==> config.mk <==
export PLATFORM = sky130hd
export DESIGN_NAME = alu_share_sequencer
export DESIGN_NICKNAME = d
export VERILOG_FILES = /design/src/rtl/alu_share_sequencer.sv
export SDC_FILE = /design/constraint.sdc
export NUM_CORES = 1
export LEC_CHECK = 0
export BUFFER_PORTS_ARGS = -buffer_cell sky130_fd_sc_hd__buf_2
export CORE_AREA = 2 2 82 84
export DETAILED_ROUTE_END_ITERATION = 8
export DIE_AREA = 0 0 84 86
export PLACE_DENSITY = 0.93
export SYNTH_ARGS = -nofsm -noshare
export SYNTH_HDL_FRONTEND = slang
export SYNTH_SLANG_ARGS = --single-unit
==> constraint.sdc <==
create_clock -name clk -period 3.5 [get_ports clk]
set_input_delay 0.35 -clock clk [delete_from_list [all_inputs] [get_ports clk]]
set_output_delay 0.35 -clock clk [all_outputs]
set_load 0.05 [all_outputs]
==> src/rtl/alu_share_sequencer.sv <==
// rtl/alu_share_sequencer.sv - round-robin sharing of one 74181-style ALU between two requesters
// Optional build macro ALU_ZERO_FLAG_EN adds a captured resp_zero flag.
module alu_share_sequencer #(
    parameter int WIDTH         = 16,
    parameter int SETTLE_CYCLES = 1
) (
    input  logic             clk,
    input  logic             rst,
    input  logic             req0,
    input  logic             req1,
    input  logic [3:0]       s0,
    input  logic [3:0]       s1,
    input  logic             m0,
    input  logic             m1,
    input  logic             cn0,
    input  logic             cn1,
    input  logic [WIDTH-1:0] a0,
    input  logic [WIDTH-1:0] a1,
    input  logic [WIDTH-1:0] b0,
    input  logic [WIDTH-1:0] b1,
    output logic             gnt0,
    output logic             gnt1,
    output logic [3:0]       alu_s,
    output logic             alu_m,
    output logic             alu_cn,
    output logic [WIDTH-1:0] alu_a,
    output logic [WIDTH-1:0] alu_b,
    input  logic [WIDTH-1:0] alu_f,
    input  logic             alu_cn16,
    output logic             resp_valid,
    input  logic             resp_ready,
    output logic             resp_id,
    output logic [WIDTH-1:0] resp_f,
    output logic             resp_cn16,
`ifdef ALU_ZERO_FLAG_EN
    output logic             resp_zero,
`endif
    output logic             busy
);

    typedef enum logic [1:0] {IDLE, EXEC, RESP} state_t;

    localparam logic [3:0] CNT_LAST = 4'(SETTLE_CYCLES - 1);

    state_t     state, state_nx;
    logic       last_gnt;
    logic       id_q;
    logic [3:0] cnt;
    logic       pick;
    logic       grant;
    logic       settle_done;

    // Tie goes to the requester not granted last; a lone request always wins.
    assign pick        = (req0 && req1) ? ~last_gnt : req1;
    assign grant       = (state == IDLE) && (req0 || req1) && !rst;
    assign settle_done = (state == EXEC) && (cnt == CNT_LAST);

    assign gnt0       = grant && !pick;
    assign gnt1       = grant && pick;
    assign busy       = (state != IDLE);
    assign resp_valid = (state == RESP);

    always_comb begin
        state_nx = state;
        case (state)
            IDLE:    if (grant) state_nx = EXEC;
            EXEC:    if (settle_done) state_nx = RESP;
            RESP:    if (resp_ready) state_nx = IDLE;
            default: state_nx = IDLE;
        endcase
    end

    always_ff @(posedge clk or posedge rst) begin
        if (rst) begin
            state     <= IDLE;
            last_gnt  <= 1'b1;
            id_q      <= 1'b0;
            cnt       <= 4'd0;
            alu_s     <= 4'd0;
            alu_m     <= 1'b0;
            alu_cn    <= 1'b0;
            alu_a     <= '0;
            alu_b     <= '0;
            resp_id   <= 1'b0;
            resp_f    <= '0;
            resp_cn16 <= 1'b0;
`ifdef ALU_ZERO_FLAG_EN
            resp_zero <= 1'b0;
`endif
        end else begin
            state <= state_nx;
            if (grant) begin
                alu_s    <= pick ? s1  : s0;
                alu_m    <= pick ? m1  : m0;
                alu_cn   <= pick ? cn1 : cn0;
                alu_a    <= pick ? a1  : a0;
                alu_b    <= pick ? b1  : b0;
                id_q     <= pick;
                last_gnt <= pick;
                cnt      <= 4'd0;
            end
            if (state == EXEC) begin
                cnt <= cnt + 4'd1;
            end
            // ALU outputs are taken as-is once the inputs have been stable long enough.
            if (settle_done) begin
                resp_f    <= alu_f;
                resp_cn16 <= alu_cn16;
                resp_id   <= id_q;
`ifdef ALU_ZERO_FLAG_EN
                resp_zero <= (alu_f == '0);
`endif
            end
        end
    end

endmodule

==> results of run 1 <==
[cell families after synthesis]
kind of cell	count (synthesis)	share of synthesized area, %
AND/OR/NAND/NOR	19	4.56
XOR/XNOR	1	0.298
buffers and inverters	24	6.95
multiplexers	19	8.44
adder cells (fa/ha/maj)	2	0.852
AO/OA/AOI/OAI	83	24.3
flip-flops	64	54.6
[state kept, by name (all words and copies together), names as in the netlist]
signal,flops
alu_m,1
alu_a,16
cnt,4
resp_cn16,1
alu_cn,1
id_q,1
alu_s,4
alu_b,16
last_gnt,1
state,2
resp_id,1
resp_f,16
[Yosys cell counts]
master | number | share of area [%]
dfrtp_1 | 63 | 54
a221o_1 | 38 | 13
a21boi_0 | 36 | 9.2
mux2_1 | 9 | 3.5
mux2_4 | 9 | 4.6
buf_2 | 6 | 1.0
inv_1 | 5 | 0.64
buf_12 | 4 | 2.7
clkbuf_1 | 4 | 0.51
nand2_1 | 4 | 0.51
a21o_1 | 3 | 0.77
a21boi_1 | 2 | 0.51
buf_6 | 2 | 0.77
buf_8 | 2 | 1.0
ha_1 | 2 | 0.85
nand2b_1 | 2 | 0.43
a211oi_1 | 1 | 0.26
a21oi_1 | 1 | 0.17
and2_2 | 1 | 0.26
and3_1 | 1 | 0.21
and3_4 | 1 | 0.38
buf_4 | 1 | 0.26
dfstp_2 | 1 | 0.90
mux2_2 | 1 | 0.38
nand2_4 | 1 | 0.38
nand3b_1 | 1 | 0.26
nand4_1 | 1 | 0.21
nor2_1 | 1 | 0.13
nor2b_2 | 1 | 0.30
nor3_2 | 1 | 0.34
nor3b_2 | 1 | 0.43
o21ai_0 | 1 | 0.17
o31ai_1 | 1 | 0.26
or2_1 | 1 | 0.21
or2_2 | 1 | 0.21
or2b_2 | 1 | 0.30
xor2_1 | 1 | 0.30
[how the worst min path moves through the flow]
stage	end	slack (ps)	depth (start not counted)
CTS	state[1]	210	2
floorplan	id_q	440	1
finish	state[1]	200	2
global placement	resp_cn16	470	1
detailed placement	resp_f[12]	480	1
global route	state[1]	210	2
[worst reg2reg max path: stages, from the launching register on]
cell,delay (ps)
dfrtp_1,430
nor3_4,570
and3_1,540
buf_4,410
a221o_1,220
[layout by cell type, fill, tap and decap left out, types with 2 or more instances in the layout]
| cell type | netlist | layout |
|---|---|---|
| ha_1 | 2 | 2 |
| a21boi_1 | 2 | 2 |
| mux2_1 | 9 | 9 |
| a21boi_0 | 36 | 36 |
| a221o_1 | 38 | 38 |
| buf_4 | 1 | 3 |
| bufinv_16 | 0 | 3 |
| nand2b_1 | 2 | 2 |
| dfrtp_1 | 63 | 63 |
| a21o_1 | 3 | 3 |
| nand2_1 | 4 | 4 |
| mux2_4 | 9 | 9 |
| inv_1 | 5 | 4 |
| clkinv_2 | 0 | 2 |
| clkbuf_8 | 0 | 9 |
| buf_2 | 6 | 157 |
[area by class of cell]
class	count	area, um2	area share [%]
clock buffer	10	128	3.28
timing repair buffer	160	808	20.7
inverter	5	18.8	0.482
clock inverter	6	108	2.76
tap	77	96.3	2.47
sequential	64	1600	41.1
multi-input combinational	124	1130	29.1
[power by group]
part	internal (mW)	switching [mW]	leakage (nW)
registers	1.10	0.192	0.784
logic	0.734	1.69	1.13
clock network	0.471	0.284	0.116
[stage by stage]
stage,worst slack (ps),power (mW),utilization (%),area (um2)
after floorplan,1550,3.22,-,2940
after global placement,1230,3.66,58.3,3660
after detailed placement,1210,3.73,58.3,3660
after CTS,832,4.50,62.1,3900
after global routing,717,4.68,62.1,3900
final,844,4.47,62.1,3900
[metal layers]
metal | vias to the layer above | share of wire, % | track usage, %
met1 | 1164 | 41 | 25.5
met5 | - | 0 | 0
met2 | 125 | 50 | 36.9
met3 | 16 | 6.2 | 4.23
met4 | 0 | 2.0 | 9.24
li1 | 1117 | - | -
==> run metrics, run 1 <==
status completed; Netlist cell types 37; Clock Tree Root clkbuf_8; Final Setup Violations 0; Max clock buf depth 2; Stages on worst setup path 3; Buf+Inv Stages, Crit Path 1; DPL Wire Length 5.24 mm; final worst-path cycle share 75.9%; PwrDens 1150 mW/mm2; # resized after CTS 0; synth-to-layout area growth 32.7%; Seq/Total Area, Yosys 54.6%; CP Capture Type primary output; CP Class reg2out; R2R depth 4; htree depth 3; CP Max Fanout 39; largest stage delay on the critical path 600 ps; DRT iter0 DRCs 84; fillers 510; Final Hold Fails 0; via count approximately 2,400; slowest CP cell and3_4; vias in the first global route 2,494; router iterations before antenna repair 4; Max Slew Vio Count 0; Placed Instances 430; Worst Setup EP gnt0; clock slew seen by the registers of the worst setup and hold paths about 70 ps; Leak Pwr ~2 nW; first-pass GRT wire length between 10 and 15 mm; measured slew at the worst slew-check pin 1240 ps; Ant. Diodes 0; pin count of the biggest net entering global routing 43; mean post-synth cell area approximately 14 um2; final WL 7.32 mm; full die area 0.00722 mm2; Syn Inst Count 212; achievable clock frequency 377 MHz; Fin Hold WS 200 ps; reg2reg start state[0]; worst path required time 3150 ps; Initial Utilization between 40% and 50%; DRC viols 0; grt ovf 0; Post-DRT Antenna Nets 0; CTS tree done; Num CTS Buffers 9; Cell Area, Synth about 0.003 mm2; synthesized flop and latch total 64; initial antenna violation count 0; relative slew slack 17.3%; Peak VDD IR 653 uV; Worst Skew 5.88 ps; R2R Path End alu_a[15]; clk sinks between 60 and 70; Tmin final 2660 ps; # Post-CTS Setup Buffers 0; area of the core 0.00628 mm2; Top Family by Delay on Critical Path simple AND/OR/NAND/NOR gates; Via density 5.43; # port buffers 157; r2r setup slk between 1000 and 1500 ps; # nets final 464; synthesized net count ~310; GP Congestion 0.772; CP startpoint kind flop; detailed-route wire length per cell ~16 um; Clk Latency, worst-skew pair 330 ps; fin cells between 400 and 500; layout cells sized above 1 52.8%; critical-path cell list nor3_4, and3_4, buf_2; Total GRT Usage 21.2%; Die W 84 um; MaxCap Viol Count 0; yosys warns 0; Setup TNS 0 ps; RSZ-0062 raised after global routing no; Setup crit start state[0]; Hold Crit Class in2async; Die H 86 um; # rows 29; IO Pins 158; arrival time worst endpoint between 2000 and 2500 ps; hold buffers post-CTS 0
No activity file was read; power rests on OpenSTA's default activity.
==> inputs of run 2 (changes only) <==
Settings changed: CORE_AREA 2 2 82 84 to 2 2 84 86, DIE_AREA 0 0 84 86 to 0 0 86 88, PLACE_DENSITY 0.93 to 0.89.
Clock period 3.5 ns to 2.6 ns, I/O delays scaled along.
==> run 2 against run 1 <==
Net effect: combinational power is 35% higher; non-clock buffer count grew 4; total power rose by 28%; first-iteration DRC count is 40% higher; cell area fell by 0.90%; die area is 4.8% higher; flip-flop and latch count stayed put; worst setup slack got worse by 490 ps; clock power shrank 4.9%; critical endpoint unchanged; largest cell class unchanged; largest power group unchanged.
==> run metrics, run 2 (synthesis gave the netlist of run 1 again) <==
total chip power between 5 and 6 mW; largest registers alu_a (16), alu_b (16), resp_f (16); final WL 7.13 mm; Final Hold Fails 0; vias in the first global route 2,359; Met3 Routed Length 545 um; DRT met1 WL 3.01 mm; # resized after CTS 0; # Post-CTS Setup Buffers 0; # port buffers 157; clk sinks 64; Post-DRT Antenna Nets 0; Tmin final 2240 ps; # rows 30; CP Class reg2out; CP startpoint kind flop; DRC viols 0; Switching Fraction around half; htree depth 3; P_sw 2.87 mW; PwrDens 1480 mW/mm2; Initial Utilization 44.2%; Max Slew Vio Count 0; router iterations before antenna repair 4; Final Setup Violations 0; first-pass GRT wire length 11.0 mm; synth-to-layout area growth 31.5%; layout cells sized above 1 52.8%; fillers 562; CP Capture Type primary output; achievable clock frequency 446 MHz; Peak VDD IR 588 uV; clock slew seen by the registers of the worst setup and hold paths ~60 ps; final worst-path cycle share 86.2%; initial antenna violation count 0; Layout Utilization 58.1%; footprint of the multi-input gates 0.00113 mm2; most frequent cells in the layout 157 x buf_2, 63 x dfrtp_1, 38 x a221o_1, 36 x a21boi_0, 10 x clkbuf_8; met2 WL 3.47 mm; via count 2,389; most common cell after layout, fill and taps aside buf_2; Clk Latency, worst-skew pair 320 ps; grt ovf 0; worst path required time 2340 ps; measured slew at the worst slew-check pin 1270 ps; Sequential Power Share 30.5%; status completed; Fin Hold WS about 130 ps; Leak Pwr approximately 2.0 nW; Comb power frac 56.9%; GP Congestion 0.702; Hold Crit Class in2async; DPL Wire Length 5.18 mm; Setup TNS 0 ps; DRT iter0 DRCs 118; Total GRT Usage about a fifth; MaxCap Viol Count 0; pin count of the biggest net entering global routing 43; Num CTS Buffers 9; hold buffers post-CTS 0; Die W 86 um; CTS tree done; # nets final between 400 and 500; relative slew slack 15.3%; detailed-route wire length per cell 15.7 um; IO Pins approximately 160; Via density between 5 and 6; Die H 88 um; full die area 0.00757 mm2; Setup WS post-layout 358 ps; Max clock buf depth 2; Worst Skew roughly 7.6 ps; CP Max Fanout 27; arrival time worst endpoint 1980 ps; pre-CTS setup slack 594 ps; register area roughly 0.0016 mm2; Ant. Diodes 0; Clock Tree Root clkbuf_8; RSZ-0062 raised after global routing no; area of the core 0.00664 mm2; clock share of power approximately 13%; uppermost layer routed met4; Power Internal 2.85 mW
[run 2: area by class of cell]
class	instances	share of cell area (%)
inverters	5	0.486
repair buffers	164	21.7
flip-flops and latches	64	41.5
clock inverters	3	0.454
clock buffers	13	3.86
well taps	80	2.59
multi-input cells	124	29.4
[run 2: worst max-delay path: stages (launching register included)]
cell and delay, ps:
dfrtp_1 440, nor3_4 280, buf_4 320, and3_4 330, buf_2 290
[run 2: power by group through the flow]
| stage | logic (mW) | registers (mW) | clock network [mW] |
|---|---|---|---|
| after floorplan | 1.14 | 3.20 | 0 |
| after global placement | 3.21 | 1.74 | 0 |
| after detailed placement | 3.28 | 1.75 | 0 |
| after CTS | 3.29 | 1.75 | 0.742 |
| after global routing | 3.43 | 1.80 | 0.784 |
| final | 3.26 | 1.74 | 0.718 |
[run 2: path summary, 6_finish.rpt]
kind / cells after the start / to / slack [ps] / start
min reg2reg: 1 / id_q / 480 / id_q
max reg2reg: 5 / alu_m / 630 / state[0]
min in group clk: 2 / resp_f[14] / 140 / alu_f[14]
max: 4 / gnt0 / 360 / state[0]
min: 2 / resp_id / 130 / rst
max in group asynchronous: 3 / resp_f[7] / 1780 / rst
[run 2: per-stage QoR]
stage,cells,instance area [um2]
floorplan,212,2940
global placement,437,3690
detailed placement,437,3690
CTS,453,3860
global route,453,3860
finish,453,3860
[run 2: layer usage]
metal | global-route usage (%) | vias up
li1 | - | 1123
met1 | 23.4 | 1133
met2 | 31.3 | 122
met3 | 3.77 | 11
met4 | 8.66 | 0
met5 | 0 | -
==> inputs of run 3 (changes only) <==
Settings changed: REMOVE_ABC_BUFFERS from default to 1.
==> run 3 against run 2 <==
Net effect: total power up 3.3%; clock-buffer cell count down 3; core utilization up 0.58 points; first-iteration DRC count down 23%; non-clock buffer count down 2; sequential share of layout area down 0.41 points; cell area up 1.0%; routed wire length up 3.9%; highest routed layer unchanged; sequential power about the same.
==> run metrics, run 3 (synthesis gave the netlist of run 1 again) <==
vias in the first global route 2,393; r2r setup slk about 590 ps; final worst-path cycle share 88.3%; Die W 86 um; PwrDens 1510 mW/mm2; Placed Instances 435; Fin Hold WS ~73 ps; largest registers alu_a (16), alu_b (16), resp_f (16); Max Slew Vio Count 0; Tmin final 2300 ps; measured slew at the worst slew-check pin ~1200 ps; DRC viols 0; full die area about 0.0076 mm2; GP Congestion 0.727; # resized after CTS 0; Initial Utilization 44.2%; total chip power 5.91 mW; synth-to-layout area growth 32.9%; first-pass GRT wire length 11.8 mm; reg2reg start state[0]; status completed; final instance area 0.00390 mm2; Num CTS Buffers 9; Clock Tree Root clkbuf_8; # port buffers 157; most frequent cells in the layout 157 x buf_2, 63 x dfrtp_1, 38 x a221o_1, 36 x a21boi_0, 10 x clkbuf_8; DRT iter0 DRCs about 90; fin cells ~450; router iterations before antenna repair 4; Clk Latency, worst-skew pair 320 ps; via count 2,430; # Post-CTS Setup Buffers 0; DPL Wire Length 5.34 mm; Setup TNS 0 ps; Final Setup Violations 0; hold buffers post-CTS 0; layout cells sized above 1 between 50% and 60%; area of the core 0.00664 mm2; CP startpoint kind flop; most common cell after layout, fill and taps aside buf_2; Ant. Diodes 0; relative slew slack 17.1%; R2R Path End alu_a[9]; Total GRT Usage 19.9%; # nets final 466; Leak Pwr around 2.0 nW; Placed Area between 0.003 and 0.004 mm2; Post-DRT Antenna Nets 0; grt ovf 0; arrival time worst endpoint 2040 ps; clk sinks 64; MaxCap Viol Count 0; fillers 552; Peak VDD IR 909 uV; CP Class reg2out; Die H 88 um; achievable clock frequency 436 MHz; initial antenna violation count 0; IO Pins between 150 and 200; CP Max Fanout 43; Via density 5.41; detailed-route wire length per cell 16.5 um; CP Capture Type primary output; clock slew seen by the registers of the worst setup and hold paths 60 ps; pin count of the biggest net entering global routing 44; Worst Skew 5.73 ps; # rows 30; R2R depth 5; Max clock buf depth 2; Final Hold Fails 0; htree depth 3; worst path required time 2340 ps; RSZ-0062 raised after global routing no; final WL 7.40 mm; Hold Crit Class in2async; CTS tree done
run 3: cell types whose count changed in the layout (fill, tap and decap cells not counted):
cell / previous run / this run
buf_4: 7 / 4
bufinv_16: 0 / 2
clkbuf_1: 3 / 0
buf_12: 0 / 1
clkinvlp_4: 1 / 0
run 3: where the power goes:
group	internal [mW]	switching (mW)
clock	0.552	0.350
combinational	0.995	2.27
sequential	1.48	0.265
total	3.03	2.88
run 3: cell type report:
class                   instances  area (um2)  share of cell area (%)
repair buffers                162         836                    21.4
well taps                      80         100                    2.57
multi-input cells             124        1130                    29.1
flip-flops and latches         64        1600                    41.1
clock buffers                  10         138                    3.53
inverters                       5        18.8                   0.481
clock inverters                 4        70.1                    1.80
run 3: per-layer routing:
layer | global-route usage (%) | vias up | wire length, um
met5 | 0 | - | 0
met4 | 6.93 | 0 | 25
met3 | 4.34 | 2 | 591
met2 | 32.4 | 129 | 3670
met1 | 26.4 | 1184 | 3120
li1 | - | 1115 | -
run 3: through the flow:
step	util, %	setup slack [ps]
after floorplan	-	-506
after global placement	55.6	671
after detailed placement	55.6	590
after CTS	58.7	277
after global routing	58.7	160
final	58.7	304
run 3: worst max path at each step:
stage | startpoint | to | slack (ps) | cells after the start
2_1_floorplan | state[0] | alu_a[0] | -510 | 3
3_3_place_gp | state[0] | alu_a[8] | 670 | 5
3_5_place_dp | req0 | alu_a[5] | 590 | 4
4_1_cts | state[0] | gnt0 | 280 | 4
5_1_grt | state[0] | gnt0 | 160 | 4
6_report | state[0] | gnt0 | 300 | 4
run 3: critical path, stage by stage, from the launching register on:
cell     delay, ps
dfrtp_1        440
nor3_4         200
buf_4          380
and3_4         390
buf_2          310
